`src/rtl/uart_frame_rx.sv`:
```
//==============================================================================
// Module      : uart_frame_rx
// Description : UART receiver producing the 8-bit switch-addressed information
//               frame with mid-bit sampling, false-start reject and framing
//               check. Optional even parity via macro UART_FRAME_RX_PARITY_EN.
// Revision    : 1.0 - initial release
//==============================================================================
`default_nettype none

module uart_frame_rx #(
    parameter int CLKS_PER_BIT = 5208,
    parameter int DATA_BITS    = 8
) (
    input  logic       clk,
    input  logic       reset,
    input  logic       rx,
    output logic [7:0] informationBits,
    output logic       frameValid,
    output logic       framingError,
    output logic       parityError,
    output logic       busy
);

    localparam int               CNT_W     = $clog2(CLKS_PER_BIT);
    localparam logic [CNT_W-1:0] BIT_LAST  = CNT_W'(CLKS_PER_BIT - 1);
    localparam logic [CNT_W-1:0] HALF_LAST = CNT_W'(CLKS_PER_BIT / 2 - 1);
    localparam logic [2:0]       LAST_BIT  = 3'(DATA_BITS - 1);

    typedef enum logic [2:0] {
        IDLE      = 3'd0,
        START     = 3'd1,
        DATA      = 3'd2,
        PARITY    = 3'd3,
        STOP      = 3'd4,
        WAIT_HIGH = 3'd5
    } state_t;

    state_t           state, state_nxt;
    logic [CNT_W-1:0] clk_cnt, clk_cnt_nxt;
    logic [2:0]       bit_cnt, bit_cnt_nxt;
    logic [7:0]       shift_reg, shift_nxt;
    logic [7:0]       info_nxt;
    logic             valid_nxt;
    logic             ferr_nxt;
    logic             rx_meta;
    logic             rx_s;
    logic             bit_done;

`ifdef UART_FRAME_RX_PARITY_EN
    logic par_bit, par_nxt;
    logic perr_nxt;
    logic par_bad;
    assign par_bad = ^{shift_reg, par_bit};
`endif

    // Synchronizer resets to idle-high so a reset never looks like a start bit
    always_ff @(posedge clk or negedge reset) begin
        if (!reset) begin
            rx_meta <= 1'b1;
            rx_s    <= 1'b1;
        end else begin
            rx_meta <= rx;
            rx_s    <= rx_meta;
        end
    end

    assign bit_done = (clk_cnt == BIT_LAST);
    assign busy     = (state != IDLE);

    always_comb begin
        state_nxt   = state;
        clk_cnt_nxt = clk_cnt;
        bit_cnt_nxt = bit_cnt;
        shift_nxt   = shift_reg;
        info_nxt    = informationBits;
        valid_nxt   = 1'b0;
        ferr_nxt    = 1'b0;
`ifdef UART_FRAME_RX_PARITY_EN
        par_nxt     = par_bit;
        perr_nxt    = 1'b0;
`endif
        case (state)
            IDLE: begin
                if (!rx_s) begin
                    state_nxt   = START;
                    clk_cnt_nxt = '0;
                end
            end
            START: begin
                if (clk_cnt == HALF_LAST) begin
                    clk_cnt_nxt = '0;
                    bit_cnt_nxt = '0;
                    state_nxt   = rx_s ? IDLE : DATA;
                end else begin
                    clk_cnt_nxt = clk_cnt + 1'b1;
                end
            end
            DATA: begin
                if (bit_done) begin
                    clk_cnt_nxt = '0;
                    shift_nxt   = {rx_s, shift_reg[7:1]};
                    bit_cnt_nxt = bit_cnt + 3'd1;
                    if (bit_cnt == LAST_BIT) begin
`ifdef UART_FRAME_RX_PARITY_EN
                        state_nxt = PARITY;
`else
                        state_nxt = STOP;
`endif
                    end
                end else begin
                    clk_cnt_nxt = clk_cnt + 1'b1;
                end
            end
`ifdef UART_FRAME_RX_PARITY_EN
            PARITY: begin
                if (bit_done) begin
                    clk_cnt_nxt = '0;
                    par_nxt     = rx_s;
                    state_nxt   = STOP;
                end else begin
                    clk_cnt_nxt = clk_cnt + 1'b1;
                end
            end
`endif
            STOP: begin
                if (bit_done) begin
                    clk_cnt_nxt = '0;
                    if (!rx_s) begin
                        ferr_nxt  = 1'b1;
                        state_nxt = WAIT_HIGH;
`ifdef UART_FRAME_RX_PARITY_EN
                    end else if (par_bad) begin
                        perr_nxt  = 1'b1;
                        state_nxt = IDLE;
`endif
                    end else begin
                        info_nxt  = shift_reg;
                        valid_nxt = 1'b1;
                        state_nxt = IDLE;
                    end
                end else begin
                    clk_cnt_nxt = clk_cnt + 1'b1;
                end
            end
            WAIT_HIGH: begin
                // A held-low line must not be mistaken for a fresh start bit
                if (rx_s) begin
                    state_nxt = IDLE;
                end
            end
            default: state_nxt = IDLE;
        endcase
    end

    always_ff @(posedge clk or negedge reset) begin
        if (!reset) begin
            state           <= IDLE;
            clk_cnt         <= '0;
            bit_cnt         <= '0;
            shift_reg       <= '0;
            informationBits <= 8'h00;
            frameValid      <= 1'b0;
            framingError    <= 1'b0;
        end else begin
            state           <= state_nxt;
            clk_cnt         <= clk_cnt_nxt;
            bit_cnt         <= bit_cnt_nxt;
            shift_reg       <= shift_nxt;
            informationBits <= info_nxt;
            frameValid      <= valid_nxt;
            framingError    <= ferr_nxt;
        end
    end

`ifdef UART_FRAME_RX_PARITY_EN
    always_ff @(posedge clk or negedge reset) begin
        if (!reset) begin
            par_bit     <= 1'b0;
            parityError <= 1'b0;
        end else begin
            par_bit     <= par_nxt;
            parityError <= perr_nxt;
        end
    end
`else
    assign parityError = 1'b0;
`endif

endmodule

`default_nettype wire

```
`config.mk`:
```
export PLATFORM = sky130hd
export DESIGN_NAME = uart_frame_rx
export DESIGN_NICKNAME = d
export VERILOG_FILES = /design/src/rtl/uart_frame_rx.sv
export SDC_FILE = /design/constraint.sdc
export NUM_CORES = 1
export LEC_CHECK = 0
export BUFFER_PORTS_ARGS = -buffer_cell sky130_fd_sc_hd__buf_2
export CORE_UTILIZATION = 61
export CTS_BUF_LIST = sky130_fd_sc_hd__clkbuf_2
export CTS_CLUSTER_SIZE = 20
export DETAILED_ROUTE_END_ITERATION = 16
export PLACE_DENSITY = 0.81
export SLEW_MARGIN = 20
export SYNTH_ARGS = -nofsm -noshare
export SYNTH_HDL_FRONTEND = slang
export SYNTH_SLANG_ARGS = --single-unit
```
`constraint.sdc`:
```
create_clock -name clk -period 2.4 [get_ports clk]
set_input_delay 0.6 -clock clk [delete_from_list [all_inputs] [get_ports clk]]
set_output_delay 0.6 -clock clk [all_outputs]
set_load 0.05 [all_outputs]
```
==> impl_metrics.yaml <==
sta:
  fmax_ghz: 0.4767
  fin_tns_setup_ns: 0
  post-route-min-period_ns: 2.098
  slew_headroom: 0.4546
  final_max_slew_viol_count: 0
  finalSetupViolations: 0
  skew_ns: 0.02369
  tightest_slew_ns: 0.8181
  holdWs_ns: 0.2543
  min_period_over_period: 0.8740
  grt_setup_unrepaired: "false"
  finalHoldViolations: 0
synth:
  yosysWarnings: 0
  ys_seq_area_frac: 0.5071
  ys_ff_latch: 39
  synthCells: 182
  synth_fp_nets: 188
  synth_cell_types: 42
  synth.avg_cell_area_sq_um: 10.60
  synth.cell_area_sq_um: 1929
pwr:
  p_leak_nw: 1.024
  p_sw_frac: 0.2146
  p_int_mw: 0.8340
  switchingPower_mw: 0.2279
  power_frac_seq: 0.624
  pwr-share-clk: 0.360
  peakVddDrop_mv: 0.3462
  power.combinational.fraction: 0.016
  powerDensity_nw_per_um2: 510.0
clock_network:
  numClockSinks: 39
  hold_buffers: 0
  htreeDepth: 2
  numCtsBuffers: 5
  post_cts_buffers: 0
  cts.path.max_buffers: 2
  cts_tree: "done"
  clkLatencyLatePin_ns: 0.40
  cts_root_buf: "clkbuf_2"
  cts_resized: 0
  path_clk_slew_ns: 0.20
floorplanning:
  core_sq_um: 3028
  initial_core_util: 0.6372
  io_pins: 15
  die_area_sq_um: 3392
  die_w_microns: 58.24
  floorplan.rows: 20
  die_h_microns: 58.24
critical_path:
  r2r_start: "clk_cnt[0]"
  startpoint: "state[1]"
  crit_arrival_ns: 1.50
  path_max_fanout: 11
  path_class: "register to output pin"
  startpoint_type: "register"
  cp-end-kind: "output pin"
  cp.required_ns: 1.80
cells_and_area:
  fin_util: 0.6876
  antennaDiodeCount: 0
  nets: 202
  area_growth_pct: 7.912
  drive_above_1_share: 0.2234
  largest_reg_flops: 13
route:
  wl_microns: 3326
  via_per_inst: 5.568
  wire_per_inst_microns: 13.80
  vias: 1342
  postRouteAntennaNets: 0
  drtPass1Iterations: 4
  drc_errors: 0
  first_iter_violations: 65
run_status:
  outcome: "completed"
global_route:
  grtUsageTotal: 0.2380
  grt_pass1_wl_microns: 5996
  grt_max_degree: 40
  grt_overflow: 0
  antenna_found_initial: 0
  grt_pass1_vias: 1357
job:
  cap_violations: 0
placed_design:
  gp_congestion: 0.8788
  portBuffers: 13
  dp_hpwl_microns: 2394
hold_path:
  hp-class: "input pin to async pin"
==> through the flow <==
step	cell area [sq um]	instances	power [mW]	setup WS (ns)
3_5_place_dp	2018	233	0.6927	0.3433
5_1_grt	2082	241	1.098	0.1563
3_3_place_gp	2018	233	0.6919	0.4342
6_report	2082	241	1.062	0.3024
2_1_floorplan	1929	182	0.6793	0.6087
4_1_cts	2082	241	1.069	0.2702
==> final timing paths <==
check	endpoint	slack (ns)	cells past startpoint
worst max register to register	informationBits[6]	0.32	5
min in group clk	rx_meta	0.28	1
worst min register to register	rx_s	0.37	0
worst min-delay path	frameValid	0.25	1
worst max-delay path	busy	0.30	3
max in group asynchronous	clk_cnt[12]	1.62	1
==> layout by cell type (no fill, tap or decap), types with 3 or more instances in the layout <==
cell type  instances
ha_1               3
inv_1              6
nor2b_1            3
and3_1             4
nor2_1             7
buf_2             13
dfrtp_1           37
o21ai_0            5
a21o_1             3
xnor2_1            3
a22o_1             4
buf_4              3
nand2_1           34
nand3_1            3
nand2b_1           4
a31oi_1            5
nor3_1             4
a21oi_1            7
clkbuf_2           5
o22ai_1            3
mux2_2            11
nor3b_1            3
==> cell usage after synthesis, drive strengths merged <==
| cell type | n | area share |
|---|---|---|
| clkbuf | 2 | 0.0039 |
| nor4bb | 1 | 0.0052 |
| dfrtp | 37 | 0.48 |
| a211oi | 1 | 0.0039 |
| nor3b | 3 | 0.012 |
| and3 | 4 | 0.013 |
| xnor2 | 3 | 0.014 |
| a22o | 4 | 0.018 |
| and2 | 1 | 0.0032 |
| a21bo | 1 | 0.0052 |
| o21ai | 5 | 0.013 |
| conb | 1 | 0.0019 |
| nand2b | 4 | 0.013 |
| or2 | 2 | 0.0065 |
| nand4 | 2 | 0.014 |
| a21oi | 7 | 0.018 |
| nor3 | 4 | 0.010 |
| maj3 | 1 | 0.0052 |
| a21o | 3 | 0.012 |
| nor4 | 1 | 0.011 |
| a41oi | 2 | 0.0091 |
| and4b | 1 | 0.0052 |
| a22oi | 1 | 0.011 |
| dfstp | 2 | 0.027 |
| nor4b | 2 | 0.0091 |
| and4bb | 3 | 0.019 |
| inv | 6 | 0.012 |
| nand2 | 34 | 0.066 |
| ha | 3 | 0.019 |
| nor2 | 7 | 0.014 |
| nor2b | 3 | 0.0097 |
| nand3 | 3 | 0.0078 |
| buf | 7 | 0.024 |
| a31oi | 5 | 0.016 |
| o221ai | 1 | 0.0078 |
| o22ai | 3 | 0.0097 |
| mux2 | 12 | 0.070 |
==> logic make-up (layout without fill, tap and decap cells) <==
| logic type | after synthesis | count (layout) | share of synthesized area |
|---|---|---|---|
| AOI/OAI and AO/OA | 33 | 33 | 0.1239 |
| xor gates and xnor gates | 3 | 3 | 0.01362 |
| adders and majority gates | 4 | 4 | 0.02465 |
| buffers and inverters | 15 | 30 | 0.03956 |
| DFF | 39 | 39 | 0.5071 |
| muxes | 12 | 12 | 0.07004 |
| other | 1 | 1 | 0.001944 |
| and+or+nand+nor | 75 | 75 | 0.2192 |
==> worst max-delay path: stages (launching register included) <==
cell     delay [ns]
dfrtp_1        0.55
nor3_1         0.30
inv_1          0.06
buf_2          0.21
==> routing by layer <==
layer | routed length, microns | vias to the layer above | track usage
met5 | 0 | - | 0
met4 | 61 | 0 | 0.1020
met3 | 85 | 7 | 0.06027
met2 | 1688 | 14 | 0.4007
met1 | 1491 | 654 | 0.2899
li1 | - | 667 | -
==> layout make-up <==
class,instances,area (sq um)
flip-flops and latches,39,978.4
fillers,244,945.9
multi-input cells,128,874.6
repair buffers,16,87.58
well taps,44,55.05
clock inverters,3,38.79
clock buffers,5,25.02
inverters,6,22.52
==> power by group through the flow <==
stage,registers (mW),logic (mW),clock network [mW]
after global placement,0.674,0.0176,0
after floorplan,0.674,0.00529,0
final,0.663,0.0171,0.382
after global routing,0.664,0.0205,0.414
after detailed placement,0.674,0.0182,0
after CTS,0.663,0.0183,0.388
Power figures use the tool's default switching activity.
